$ cat src/rtl/hazard_if.sv
// hazard_if: decode/execute/writeback handshake bundle for the hazard scoreboard
interface hazard_if;
   logic        dec_valid;
   logic [4:0]  dec_r1_reg;
   logic [4:0]  dec_r2_reg;
   logic        dec_uses_r1;
   logic        dec_uses_r2;
   logic [4:0]  dec_dst_reg;
   logic        dec_ecall;
   logic        ex_ready;
   logic        wb_valid;
   logic [4:0]  wb_dst_reg;
   logic        flush;
   logic        issue;
   logic        stall;
   logic [31:0] pending_mask;
   logic [2:0]  inflight;
   logic [1:0]  state;
   logic        err;
   modport master (
      output dec_valid, dec_r1_reg, dec_r2_reg, dec_uses_r1, dec_uses_r2, dec_dst_reg, dec_ecall,
      output ex_ready, wb_valid, wb_dst_reg, flush,
      input  issue, stall, pending_mask, inflight, state, err
   );
   modport slave (
      input  dec_valid, dec_r1_reg, dec_r2_reg, dec_uses_r1, dec_uses_r2, dec_dst_reg, dec_ecall,
      input  ex_ready, wb_valid, wb_dst_reg, flush,
      output issue, stall, pending_mask, inflight, state, err
   );
endinterface

$ cat src/rtl/hazard_scoreboard.sv
// hazard_scoreboard: in-order issue gate tracking pending destination registers and ECALL serialisation
module hazard_scoreboard #(
   parameter int MAX_INFLIGHT = 4
) (
   input logic     clk,
   input logic     reset,
   hazard_if.slave bus
);
   typedef enum logic [1:0] {RUN = 2'd0, DRAIN = 2'd1, ECALL_WAIT = 2'd2} state_e;
   state_e      state_q, state_d;
   logic [31:0] pending_q, pending_d;
   logic [2:0]  inflight_q, inflight_d;
   logic        err_q, err_d;
   logic        raw, waw, full, idle, ecall_req, issue, wb_ok;
   // Issue decision: hazards are judged only against registered tracking state, so a retire unblocks next cycle
   always_comb begin
      raw = (bus.dec_uses_r1 & (bus.dec_r1_reg != 5'd0) & pending_q[bus.dec_r1_reg]) |
            (bus.dec_uses_r2 & (bus.dec_r2_reg != 5'd0) & pending_q[bus.dec_r2_reg]);
      waw = (bus.dec_dst_reg != 5'd0) & pending_q[bus.dec_dst_reg];
      full = inflight_q == 3'(MAX_INFLIGHT);
      idle = inflight_q == 3'd0;
      ecall_req = bus.dec_valid & bus.dec_ecall & ~bus.flush;
      issue = ~reset & (state_q == RUN   ? (ecall_req ? bus.ex_ready & idle
                                                      : bus.dec_valid & bus.ex_ready & ~raw & ~waw & ~full & ~bus.flush) :
                        state_q == DRAIN ? ecall_req & bus.ex_ready & idle : 1'b0);
   end
   // Tracking update: flush wipes everything, an illegal retire only raises the sticky error
   always_comb begin
      wb_ok = bus.wb_valid & ~idle & ((bus.wb_dst_reg == 5'd0) | pending_q[bus.wb_dst_reg]);
      err_d = err_q | (bus.wb_valid & ~wb_ok & ~bus.flush);
      inflight_d = bus.flush ? 3'd0 : inflight_q + 3'(issue) - 3'(wb_ok);
      pending_d = bus.flush ? 32'd0 : (pending_q & ~(32'(wb_ok) << bus.wb_dst_reg)) | (32'(issue) << bus.dec_dst_reg);
      pending_d[0] = 1'b0;
      state_d = bus.flush            ? RUN :
                state_q == RUN        ? (ecall_req ? (issue ? ECALL_WAIT : DRAIN) : RUN) :
                state_q == DRAIN      ? (issue ? ECALL_WAIT : ecall_req ? DRAIN : RUN) :
                state_q == ECALL_WAIT ? (inflight_d == 3'd0 ? RUN : ECALL_WAIT) : RUN;
   end
   // State register with synchronous reset discarding all in-flight tracking
   always_ff @(posedge clk) begin
      if (reset) begin
         state_q    <= RUN;
         pending_q  <= 32'd0;
         inflight_q <= 3'd0;
         err_q      <= 1'b0;
      end else begin
         state_q    <= state_d;
         pending_q  <= pending_d;
         inflight_q <= inflight_d;
         err_q      <= err_d;
      end
   end
   assign bus.issue        = issue;
   assign bus.stall        = bus.dec_valid & ~issue;
   assign bus.pending_mask = pending_q;
   assign bus.inflight     = inflight_q;
   assign bus.state        = state_q;
   assign bus.err          = err_q;
endmodule

$ cat src/flat_wrapper.sv
// flat-port wrapper written by rule: the top's interface ports become plain ports
module hazard_scoreboard_flat 
#(
   parameter int MAX_INFLIGHT = 4
)
  (clk, reset, bus_dec_valid, bus_dec_r1_reg, bus_dec_r2_reg, bus_dec_uses_r1, bus_dec_uses_r2, bus_dec_dst_reg, bus_dec_ecall, bus_ex_ready, bus_wb_valid, bus_wb_dst_reg, bus_flush, bus_issue, bus_stall, bus_pending_mask, bus_inflight, bus_state, bus_err);
  hazard_if bus_i ();
  input logic clk;
  input logic reset;
  input wire logic [$bits(bus_i.dec_valid)-1:0] bus_dec_valid;
  input wire logic [$bits(bus_i.dec_r1_reg)-1:0] bus_dec_r1_reg;
  input wire logic [$bits(bus_i.dec_r2_reg)-1:0] bus_dec_r2_reg;
  input wire logic [$bits(bus_i.dec_uses_r1)-1:0] bus_dec_uses_r1;
  input wire logic [$bits(bus_i.dec_uses_r2)-1:0] bus_dec_uses_r2;
  input wire logic [$bits(bus_i.dec_dst_reg)-1:0] bus_dec_dst_reg;
  input wire logic [$bits(bus_i.dec_ecall)-1:0] bus_dec_ecall;
  input wire logic [$bits(bus_i.ex_ready)-1:0] bus_ex_ready;
  input wire logic [$bits(bus_i.wb_valid)-1:0] bus_wb_valid;
  input wire logic [$bits(bus_i.wb_dst_reg)-1:0] bus_wb_dst_reg;
  input wire logic [$bits(bus_i.flush)-1:0] bus_flush;
  output wire logic [$bits(bus_i.issue)-1:0] bus_issue;
  output wire logic [$bits(bus_i.stall)-1:0] bus_stall;
  output wire logic [$bits(bus_i.pending_mask)-1:0] bus_pending_mask;
  output wire logic [$bits(bus_i.inflight)-1:0] bus_inflight;
  output wire logic [$bits(bus_i.state)-1:0] bus_state;
  output wire logic [$bits(bus_i.err)-1:0] bus_err;
  assign bus_i.dec_valid = bus_dec_valid;
  assign bus_i.dec_r1_reg = bus_dec_r1_reg;
  assign bus_i.dec_r2_reg = bus_dec_r2_reg;
  assign bus_i.dec_uses_r1 = bus_dec_uses_r1;
  assign bus_i.dec_uses_r2 = bus_dec_uses_r2;
  assign bus_i.dec_dst_reg = bus_dec_dst_reg;
  assign bus_i.dec_ecall = bus_dec_ecall;
  assign bus_i.ex_ready = bus_ex_ready;
  assign bus_i.wb_valid = bus_wb_valid;
  assign bus_i.wb_dst_reg = bus_wb_dst_reg;
  assign bus_i.flush = bus_flush;
  assign bus_issue = bus_i.issue;
  assign bus_stall = bus_i.stall;
  assign bus_pending_mask = bus_i.pending_mask;
  assign bus_inflight = bus_i.inflight;
  assign bus_state = bus_i.state;
  assign bus_err = bus_i.err;
  hazard_scoreboard #(.MAX_INFLIGHT(MAX_INFLIGHT)) u_core (.clk(clk), .reset(reset), .bus(bus_i));
endmodule
$ cat config.mk
export PLATFORM = sky130hd
export DESIGN_NAME = hazard_scoreboard_flat
export DESIGN_NICKNAME = d
export VERILOG_FILES = /design/src/rtl/hazard_if.sv /design/src/rtl/hazard_scoreboard.sv /design/src/flat_wrapper.sv
export SDC_FILE = /design/constraint.sdc
export NUM_CORES = 1
export LEC_CHECK = 0
export ABC_AREA = 1
export BUFFER_PORTS_ARGS = -buffer_cell sky130_fd_sc_hd__buf_2
export CAP_MARGIN = 20
export CORE_ASPECT_RATIO = 1.75
export CORE_MARGIN = 3
export CORE_UTILIZATION = 55
export CTS_CLUSTER_DIAMETER = 100
export DETAILED_ROUTE_END_ITERATION = 10
export GPL_TIMING_DRIVEN = 0
export PLACE_DENSITY = 0.81
export RECOVER_POWER = 50
export SLEW_MARGIN = 20
export SYNTH_ARGS = -nofsm -noshare
export SYNTH_HDL_FRONTEND = slang
export SYNTH_SLANG_ARGS = --single-unit
$ cat constraint.sdc
create_clock -name clk -period 5.1 [get_ports clk]
set_input_delay 1.53 -clock clk [delete_from_list [all_inputs] [get_ports clk]]
set_output_delay 1.53 -clock clk [all_outputs]
set_load 0.005 [all_outputs]
==> reports/metrics.cfg <==
[setup_path]
critical-path-top-delay-family = simple AND/OR/NAND/NOR gates
timing.setup.critical_path_class = in2out
worstPathArrival_ps = 3320
critPathCaptureType = output pin
worst-endpoint-required_ps = 3570
regToRegStartpoint = u_core.bus.pending_mask[17]
cpMaxStageDelayCell = buf_4
critical_path.max_stage_delay_ps = 210
timing.critical_path.mode_cell = nand2_1
critical_path.startpoint = bus_dec_r1_reg[0]
critical_path.startpoint_type = input port
crit_fanout = 10
cp.buffers_inverters = 4
timing.critical_path.cells = buf_2 > buf_4 > nand2_1 > o211ai_1 > nand2_1 > a21oi_1 > nand2_1 > nand3_1 > nand3_1 > nand2_2 > nand2_1 > inv_2 > nor2_1 > buf_2

[timing]
hold_violations = 0
setup_slack_ps = 245
clock.fmax_mhz = 206
grt_setup_unrepaired = no
maxSlewViolCount = 0
finalHoldWorstSlack_ps = 488
finalCriticalPeriod_ps = 4850
part_of_the_cycle_the_worst_path_needs_pct = 95.2
setup-violations-final = 0
timing.max_slew.rel_slack_pct = 55.3
final_worst_clock_skew_ps = 11.1
tns_ps = 0
worst_slew_pin_slew_ps = 663

[yosys]
area_share_of_the_largest_cell_type_after_synthesis_pct = 21.9
dominantRegCellSynth = dfxtp_1
proportion_of_synthesized_chip_area_in_sequential_cells_pct = 21.9
ranking_of_synthesized_cells_by_area = dfxtp_1, nor2_1, nand2_1, inv_1, nand3_1
syn-cell-area_sq_um = 3390
syn-instance-count = 581
ys_async_sr_fraction_pct = 0
netlist-cell-type-count = 38
yosysTopAreaCell = dfxtp_1
synth.top_cells.by_count = nor2_1, nand2_1, inv_1
postSynthRegisterBits = 37
yosys.cell_count.top_type = nor2_1
ys_warn_count = 0
syn_nets = 613
number_of_flops_mapped_to_enable_cells_by_yosys = 0
synthesized_area_per_cell_sq_um = 5.83

[placement]
place_worst_setup_slack_ps = 276
hpwlAfterDp_um = 10300
gp_congestion = 1.07
numPortBuffers = 61

[clocking]
cts_repair_resized_insts = 0
post-cts-setup-buffers = 0
path_clk_slew_ps = 80
clk-insertion-delay-late_ps = 300
cts-buffers-inserted = 5
cts_max_path_buffers = 2
ctsHoldBuffers = 0
cts_htree_levels = 2
ctsRootBufferMaster = clkbuf_8
cts.sinks = 37
tritoncts = yes

[layout]
sequential_cell_area_sq_um = 741
area.growth.synth_to_final_pct = 13.3
fin_nets = 680
post-route-util_pct = 64.8
drive_above_1_share_pct = 17.9
nFillCells = 658
multi_input_comb_area_sq_um = 2170
antenna_cells = 0

[routing]
drt.antenna.violating_nets = 0
routed-via-count = 4147
detailedRoute.firstIterationViolations = 400
wl_per_cell_um = 17.6
drt-vias-per-instance = 5.70
drtPass1Iterations = 5
drc_errors = 0
finalWirelength_um = 12800

[power]
power.internal_mw = 0.429
clkPwrFrac_pct = 32.4
switch_pwr_mw = 0.210
leakagePower_nw = 1.76
power_per_cell_area_nw_per_um2 = 166
p_total_mw = 0.639
share_comb_of_total_power_pct = 22.1
seqPwrFrac_pct = 45.5
power.share.switching_pct = 32.8
peakVddDrop_mv = 0.222

[floorplan]
floorplan.io_pins = 69
die_area_sq_um = 7170
core.rowCount = 37
die_w_um = 65.3
die_h_um = 110
initial_utilization_pct = 57.2
fp.coreArea_sq_um = 5930

[grt]
global_route_wire_length_before_repair_um = 19900
grt_antenna_before_repair = 0
globalRouteOverflowTotal = 0
pin_count_of_the_biggest_net_entering_global_routing = 12
grtUsageTotal_pct = 37.1
number_of_global_route_vias_before_repair = 4118

[hold_path]
min_path_type = reg2reg
min_from = u_core.bus.err

[status]
outcome = complete, no violations

[flow_run]
cap_violations = 0

## path summary, 6_finish.rpt
| path | to | slack, ps | cells after the start |
|---|---|---|---|
| hold / removal | u_core.bus.err | 490 | 2 |
| hold reg to reg | u_core.bus.err | 490 | 2 |
| setup / recovery | bus_stall | 250 | 14 |
| setup reg to reg | u_core.bus.state[1] | 1800 | 21 |
## registers in the layout, indices dropped and copies added (netlist names)
name                     cells
u_core.bus.state             2
u_core.bus.pending_mask     31
u_core.bus.inflight          3
u_core.bus.err               1
## routing by layer
metal / vias to the layer above / global-route usage (%) / part of all wire, % / wire, um
met5: - / 0 / 0 / 0
met2: 222 / 67.7 / 51 / 6520
met4: 0 / 26.4 / 6.9 / 885
met1: 1850 / 37.3 / 35 / 4520
li1: 2016 / - / - / -
met3: 59 / 5.62 / 6.6 / 843
## tightest hold or removal path: stages (launching register included)
cell	delay, ps
dfxtp_1	340
a31oi_1	50
nor2_1	70
## placed cells by master (no fill, tap or decap), drive strengths merged, types with 14 or more instances in the layout
cell,n
nand3,39
clkbuf,36
o211ai,14
buf,56
o21ai,23
dfxtp,37
nand4,32
nor2,187
nand2,103
inv,68
a21oi,21
## per-stage QoR
stage / area, sq um / instances
CTS: 3870 / 728
global placement: 3790 / 720
floorplan: 3390 / 581
detailed placement: 3790 / 720
finish: 3840 / 727
global route: 3840 / 727
## power groups by stage
| stage | Sequential [mW] | Combinational, mW | Clock [mW] |
|---|---|---|---|
| after global placement | 0.297 | 0.135 | 0 |
| after detailed placement | 0.297 | 0.138 | 0 |
| after global routing | 0.291 | 0.153 | 0.222 |
| after floorplan | 0.297 | 0.0918 | 0 |
| after CTS | 0.291 | 0.138 | 0.210 |
| final | 0.291 | 0.141 | 0.207 |
## logic make-up after synthesis
group	after synthesis	share of synthesized area [%]
simple gates	367	49.5
buf+inv	96	13.8
compound gates	76	13.2
flops	37	21.9
fa+ha+maj	3	1.33
xor+xnor	1	0.259
other cells	1	0.111
## final cells by class
class                   instances  share of cell area (%)
well taps                      78                    2.54
repair buffers                 61                    7.30
clock buffers                   7                    1.99
clock inverters                 1                   0.196
inverters                      71                    7.04
plain buffers                  24                    5.05
flip-flops and latches         37                    19.3
multi-input cells             448                    56.6
(Power assumes the default switching activity.)
